## config.mk

```make
export PLATFORM = sky130hd
export DESIGN_NAME = reset_sequencer
export DESIGN_NICKNAME = d
export VERILOG_FILES = /design/src/rtl/reset_sequencer.sv
export SDC_FILE = /design/constraint.sdc
export NUM_CORES = 1
export LEC_CHECK = 0
export BUFFER_PORTS_ARGS = -buffer_cell sky130_fd_sc_hd__buf_2
export CAP_MARGIN = 15
export CELL_PAD_IN_SITES_DETAIL_PLACEMENT = 0
export CELL_PAD_IN_SITES_GLOBAL_PLACEMENT = 1
export CORE_MARGIN = 1.5
export CORE_UTILIZATION = 29
export CTS_CLUSTER_DIAMETER = 100
export DETAILED_ROUTE_END_ITERATION = 7
export GPL_ROUTABILITY_DRIVEN = 0
export PLACE_DENSITY_LB_ADDON = 0.1
export REMOVE_ABC_BUFFERS = 1
export SETUP_SLACK_MARGIN = 0.05
export SYNTH_ARGS = -nofsm -noshare
export SYNTH_HDL_FRONTEND = slang
export SYNTH_SLANG_ARGS = --single-unit
```

## constraint.sdc

```tcl
create_clock -name clock -period 3.25 [get_ports clock]
set_clock_uncertainty 0.2 [all_clocks]
set_input_delay 0.1625 -clock clock [delete_from_list [all_inputs] [get_ports clock]]
set_output_delay 0.1625 -clock clock [all_outputs]
set_load 0.05 [all_outputs]
```

## src/rtl/reset_sequencer.sv

```systemverilog
// reset_sequencer
//   Holds NUM_STAGES reset domains in reset until the PLL has been locked for
//   HOLD_CYCLES cycles. It then releases the domains one at a time, in
//   ascending index order, STAGE_DELAY cycles apart. Lock loss or a soft
//   request after release has started aborts the sequence back to HOLD and
//   bumps a saturating restart counter.
// Ports
//   clock          : system clock, rising edge
//   reset          : asynchronous active-high master reset
//   pll_locked     : raw PLL lock level (asynchronous, synchronized here)
//   soft_reset_req : one-cycle synchronous request to rerun the sequence
//   stage_reset    : per-domain active-high resets, bit 0 released first
//   seq_done       : high while every domain is released
//   seq_state      : 0 HOLD, 1 RELEASE, 2 RUN
//   restart_count  : aborts from RELEASE/RUN back to HOLD, saturates at 255
module reset_sequencer #(
  parameter int NUM_STAGES  = 4,
  parameter int HOLD_CYCLES = 16,
  parameter int STAGE_DELAY = 8
) (
  input  logic                  clock,
  input  logic                  reset,
  input  logic                  pll_locked,
  input  logic                  soft_reset_req,
  output logic [NUM_STAGES-1:0] stage_reset,
  output logic                  seq_done,
  output logic [1:0]            seq_state,
  output logic [7:0]            restart_count
);

  localparam int MAXC = (HOLD_CYCLES > STAGE_DELAY) ? HOLD_CYCLES : STAGE_DELAY;
  localparam int CW   = (MAXC > 1) ? $clog2(MAXC) : 1;
  localparam int IW   = $clog2(NUM_STAGES);

  localparam logic [CW-1:0] HOLD_LAST  = CW'(HOLD_CYCLES - 1);
  localparam logic [CW-1:0] STAGE_LAST = CW'(STAGE_DELAY - 1);
  localparam logic [IW-1:0] IDX_LAST   = IW'(NUM_STAGES - 1);

  typedef enum logic [1:0] {
    S_HOLD    = 2'd0,
    S_RELEASE = 2'd1,
    S_RUN     = 2'd2
  } state_e;

  logic                  sync1_q, lock_s_q;
  state_e                state_q, state_d;
  logic [CW-1:0]         cnt_q, cnt_d;
  logic [IW-1:0]         idx_q, idx_d;
  logic [NUM_STAGES-1:0] stage_reset_q, stage_reset_d;
  logic                  seq_done_q, seq_done_d;
  logic [7:0]            restart_q, restart_d;
  logic                  abort;

  // Two-flop synchronizer; only lock_s_q is trusted downstream.
  always_ff @(posedge clock or posedge reset) begin
    if (reset) begin
      sync1_q  <= 1'b0;
      lock_s_q <= 1'b0;
    end else begin
      sync1_q  <= pll_locked;
      lock_s_q <= sync1_q;
    end
  end

  assign abort = !lock_s_q || soft_reset_req;

  always_comb begin
    state_d       = state_q;
    cnt_d         = cnt_q;
    idx_d         = idx_q;
    stage_reset_d = stage_reset_q;
    seq_done_d    = seq_done_q;
    restart_d     = restart_q;
    case (state_q)
      S_HOLD: begin
        if (abort) begin
          cnt_d = '0;
        end else if (cnt_q == HOLD_LAST) begin
          state_d          = S_RELEASE;
          cnt_d            = '0;
          stage_reset_d[0] = 1'b0;
          idx_d            = IW'(1);
        end else begin
          cnt_d = cnt_q + 1'b1;
        end
      end
      S_RELEASE, S_RUN: begin
        // Abort wins over any release due on the same edge.
        if (abort) begin
          state_d       = S_HOLD;
          cnt_d         = '0;
          idx_d         = '0;
          stage_reset_d = '1;
          seq_done_d    = 1'b0;
          if (restart_q != 8'hFF) restart_d = restart_q + 8'd1;
        end else if (state_q == S_RELEASE) begin
          if (cnt_q == STAGE_LAST) begin
            cnt_d                = '0;
            stage_reset_d[idx_q] = 1'b0;
            if (idx_q == IDX_LAST) begin
              state_d    = S_RUN;
              seq_done_d = 1'b1;
              idx_d      = '0;
            end else begin
              idx_d = idx_q + 1'b1;
            end
          end else begin
            cnt_d = cnt_q + 1'b1;
          end
        end
      end
      default: begin
        // Unused encoding: fall back to a safe HOLD.
        state_d       = S_HOLD;
        cnt_d         = '0;
        idx_d         = '0;
        stage_reset_d = '1;
        seq_done_d    = 1'b0;
      end
    endcase
  end

  always_ff @(posedge clock or posedge reset) begin
    if (reset) begin
      state_q       <= S_HOLD;
      cnt_q         <= '0;
      idx_q         <= '0;
      stage_reset_q <= '1;
      seq_done_q    <= 1'b0;
      restart_q     <= 8'd0;
    end else begin
      state_q       <= state_d;
      cnt_q         <= cnt_d;
      idx_q         <= idx_d;
      stage_reset_q <= stage_reset_d;
      seq_done_q    <= seq_done_d;
      restart_q     <= restart_d;
    end
  end

  assign stage_reset   = stage_reset_q;
  assign seq_done      = seq_done_q;
  assign seq_state     = state_q;
  assign restart_count = restart_q;

endmodule

```

After elaboration in Yosys (flattened, before gate mapping) --
Index checks and enable logic that the tools add are counted.
Word-level totals: register bits after elaboration 23, input bits 4, output and inout port bits 15, word-level logic and storage cells 70
Operators by class: add/sub/neg operators 3, order comparisons 2, equality and inequality tests 11, mux-type cells 32, bitwise operators 3, reduce and logical (&&, ||, !) cells 10
Operator list (number):
- two-way mux 4 bit | 8
- two-way mux 2 bit | 10
- != test 3 bit, second input constant | 3
- adder 8 x 1 -> 8 bit, second input constant | 1
- != test 8 bit, second input constant | 1
- case mux 2 bit (2 select lines) | 2
- case mux 4 bit (2 select lines) | 1
- AND reduction 4 bit | 2
- two-way mux 1 bit | 7
- case mux 3 bit (2 select lines) | 1
- AND reduction 3 bit | 2
- AND reduction 5 bit | 1
- adder 4 x 1 -> 4 bit, second input constant | 1
- bitwise AND 4 bit | 1
- equality test 2 bit, second input constant | 2
- equality test 4 x 3 -> 1 bit, second input constant | 1
- equality test 4 bit, second input constant | 1
- != test 2 bit, second input constant | 2
- inverter 4 bit | 1
- case mux 1 bit (2 select lines) | 2
- less-than comparator 2 x 3 -> 1 bit, second input constant | 1
- adder 2 x 1 -> 2 bit, second input constant | 1
- demux 1 bit (select 2 bit) | 1
- equality test 2 x 1 -> 1 bit, second input constant | 1
- other kinds (7) | 7

Depth between registers and ports, before layout --
depth after elaboration 10, mapped depth 8, mapped depth without buffers 6

Worst setup path after synthesis --
No wires, ideal clock.
path type reg-to-reg, start register state_q[0], in the netlist seq_state[0], end register idx_q[0], library setup time 79 ps, data arrival time 2014 ps, data required time 2971 ps, path slack 957 ps, stages on the path, launching flop included 8, buffers on the path 2, period minus slack after synthesis 2293 ps, cell sequence dfrtp_1 > inv_1 > ha_1 > buf_6 > and3b_1 > buf_6 > a221oi_4 > mux2i_1
On the way: cells in the longest elaborated chain, start to end 4, elaborated cells on any way between the ends 10, those cells by class eq/ne: 6; mux: 1; reduce/logical: 3
Ends and longest elaborated chain:
- start: declaration | line 46 | state_e state_q, state_d;
- start signal: assignment | line 132 | state_q <= state_d;
- equality test 2 x 1 -> 1 bit / equality test 2 bit (equally long branches) | line 74, 96
- OR reduction 2 bit | line 74 | case (state_q)
- != test 3 bit (no line)
- AND reduction 4 bit (no line)
- end signal: assignment | line 134 | idx_q <= idx_d;
- end: declaration | line 48 | logic [IW-1:0] idx_q, idx_d;
Several ways; a longest one is shown, not always the timed one. A chain may end at the register's enable or synchronous reset.

Worst setup path in the final report --
Ends and elaborated chain as after synthesis.

==> results.md <==
* Via count at 874
* Final period util at 66.43%
* Post-CTS Setup Inserts at 0
* Slew margin rel. at 40.73%
* Asr flop ratio synth at 100.0%
* Die Width at 68.16 um
* DR iter-0 viols at 42
* Worst EP required at 3240 ps
* Reg clk slew, reported paths at 90 ps
* Top Metal Used: met4
* Ys flop type: dfrtp_1
* Chip Height at 68.16 um
* Max-cap viol count at 0
* Peak supply drop at 0.0001821 V
* Leakage power at 0.6935 nW
* Largest net degree at the start of global routing at 24
* Hold Fails Final Rpt at 0
* Synthesized flop and latch total at 23
* Critical path, cell by cell: inv_1, ha_1, and3b_1, a221oi_4, mux2i_1
* DR vias/cell at 4.699
* Met2 WL post-DR at 1142 um
* Avg WL per Cell at 13.12 um
* First-pass detailed-route iteration total at 4
* Worst Tran Pin Value at 888.0 ps
* Vias in the first global route at 891
* Final Net Count at 150
* CP endpoint kind: flop
* Gate Count Post-Synth at 115
* Commonest non-fill, non-tap cell in the layout: dfrtp_1
* Global Route Usage Sum at 12.06%
* Area of the core at 0.004029 mm^2
* HPWL after DPL at 1774 um
* CTS Buf Count at 3
* First-pass GRT wire length at 4202 um
* CTS tree: yes
* Post-cts resize count at 0
* H-tree depth at 1
* Synth Area per Inst at 10.71 um^2
* Die Area at 0.004645 mm^2
* Quantity of I/O buffers inserted on ports at 18
* Synthesis Warnings at 0
* Filler-free cell count of the finished design at 186
* Grt ovf at 0
* Distinct cell type count after synthesis at 36
* FF/Latch Area at 580.6 um^2
* CP Launch Type: flop
* Detail Route met3 WL at 51 um
* Total power at 525.9 uW
* Clock sinks at 23
* Post-synth EDFFs at 0
* Ports at 19
* Row Count at 23
* Layout cells sized above 1 at 23.53%
* Setup TNS at 0 ps
* Ant diodes at 0
* Setup CP Type: flop to flop
* Critical-path cell with the highest stage delay: ha_1
* Met1 wire length at 1226 um
* Hold Crit Class: flop to flop
* Fmax at 463.2 MHz
* Worst path max stage delay at 440 ps
* Clock Tree Buf Depth at 2
* Fin crit period at 2159 ps
* Starting Density at 30.56%
* RSZ-0062 raised after global routing: false
* Placed cell areas at 0.001356 mm^2
* DP Cell Count at 180
* Fillers at 430
* CP arrival at 2150 ps
* Setup Viol. Count Final at 0
* Routed Wire Length at 2440 um
* Most frequent cells in the layout: dfrtp_1 (19), buf_2 (18), inv_1 (9), ha_1 (9)
* Area taken by multi-input logic gates at 589.3 um^2
* Post-synthesis sequential area ratio at 47.15%
* Clock Tree Root: clkbuf_8
* Worst skew pair latency at 260 ps
* Post-route DRC at 0
* Antenna Nets Post-Route at 0
* Post-Layout Inst Area at 0.001423 mm^2
* Pwr/cell area at 369.6 mW/mm^2
* Post-Syn Area at 0.001231 mm^2
* Crit path max fanout at 9
* Initial antenna violation count at 0
* Synth-to-Final Area Change at 15.55%
* Max Slew Vio Count at 0
* Status: completed
[synth_stat cells, drive strengths merged (2+ instances only)]
cell type   n  area (um^2)
a21oi       4        23.77
nand3b      4        30.03
a22o        2        17.52
xnor2       3        26.28
mux2i       2        20.02
inv         9        33.78
o21ai       6        30.03
nor3        5        25.02
nor2        7        26.28
nand3       5        25.02
dfrtp      19        475.5
buf         2        22.52
nand2       7        26.28
xor2        4        35.03
dfstp       4        105.1
ha          9        112.6
a21o        3        22.52
or3         3        18.77
[state kept, by name, indices dropped and copies added (netlist names)]
signal,count
cnt_q,4
idx_q,2
lock_s_q,1
restart_count,8
seq_done,1
seq_state,2
stage_reset,4
sync1_q,1
[through the flow]
stage,hold WS [ps],setup slack [ps],utilization (%)
global route,164.3,910.3,35.31
floorplan,-38.54,964.0,-
detailed placement,71.82,1086,33.66
finish,155.8,1091,35.31
CTS,159.4,1070,35.31
global placement,71.35,1156,33.66
[worst max-delay path, delay by kind of cell, from the launching register on]
family / cells / cell delay (ps)
compound gates: 1 / 390
fa+ha+maj: 1 / 440
buf+inv: 1 / 60
flops: 1 / 430
mux: 1 / 220
simple gates: 1 / 340
[routing by layer]
metal	vias to the layer above	global-route usage (%)
li1	441	-
met1	422	16.79
met2	9	19.05
met3	2	1.974
met4	0	3.750
met5	-	0
[repair_timing]
action	CTS	global route
setup endpoints to repair	0	0
hold endpoints to repair	20	0
hold buffers	2	0
[where the power goes]
group,internal (mW),switching [mW],leakage (nW)
Sequential,0.293,0.00782,0.297
Clock,0.0855,0.0952,0.0255
Combinational,0.0132,0.0306,0.371
Total,0.392,0.134,0.693
[logic make-up after synthesis]
family                     share of synthesized area, %
AOI/OAI and AO/OA                                 13.82
xor gates and xnor gates                          4.980
adders and majority gates                         9.147
buffers and inverters                             4.979
DFF                                               47.15
muxes                                             2.541
and+or+nand+nor                                   17.38
[final cells by class]
class	count	share of cell area, %
flip-flops and latches	23	40.81
inverters	9	2.375
clock buffers	3	2.902
well taps	50	4.398
repair buffers	20	7.740
clock inverters	1	0.3518
multi-input cells	80	41.42
[path summary, 6_finish.rpt]
path	start	end	slack, ps	cells after the start
hold reg to reg	sync1_q	lock_s_q	160	0
setup / recovery	seq_state[0]	idx_q[0]	1090	5
min in group asynchronous	reset	idx_q[0]	430	3
max in group asynchronous	reset	restart_count[3]	1880	3
setup reg to reg	seq_state[0]	idx_q[0]	1090	5
hold / removal	sync1_q	lock_s_q	160	0
Note: power is estimated with default switching activity, not from simulation.
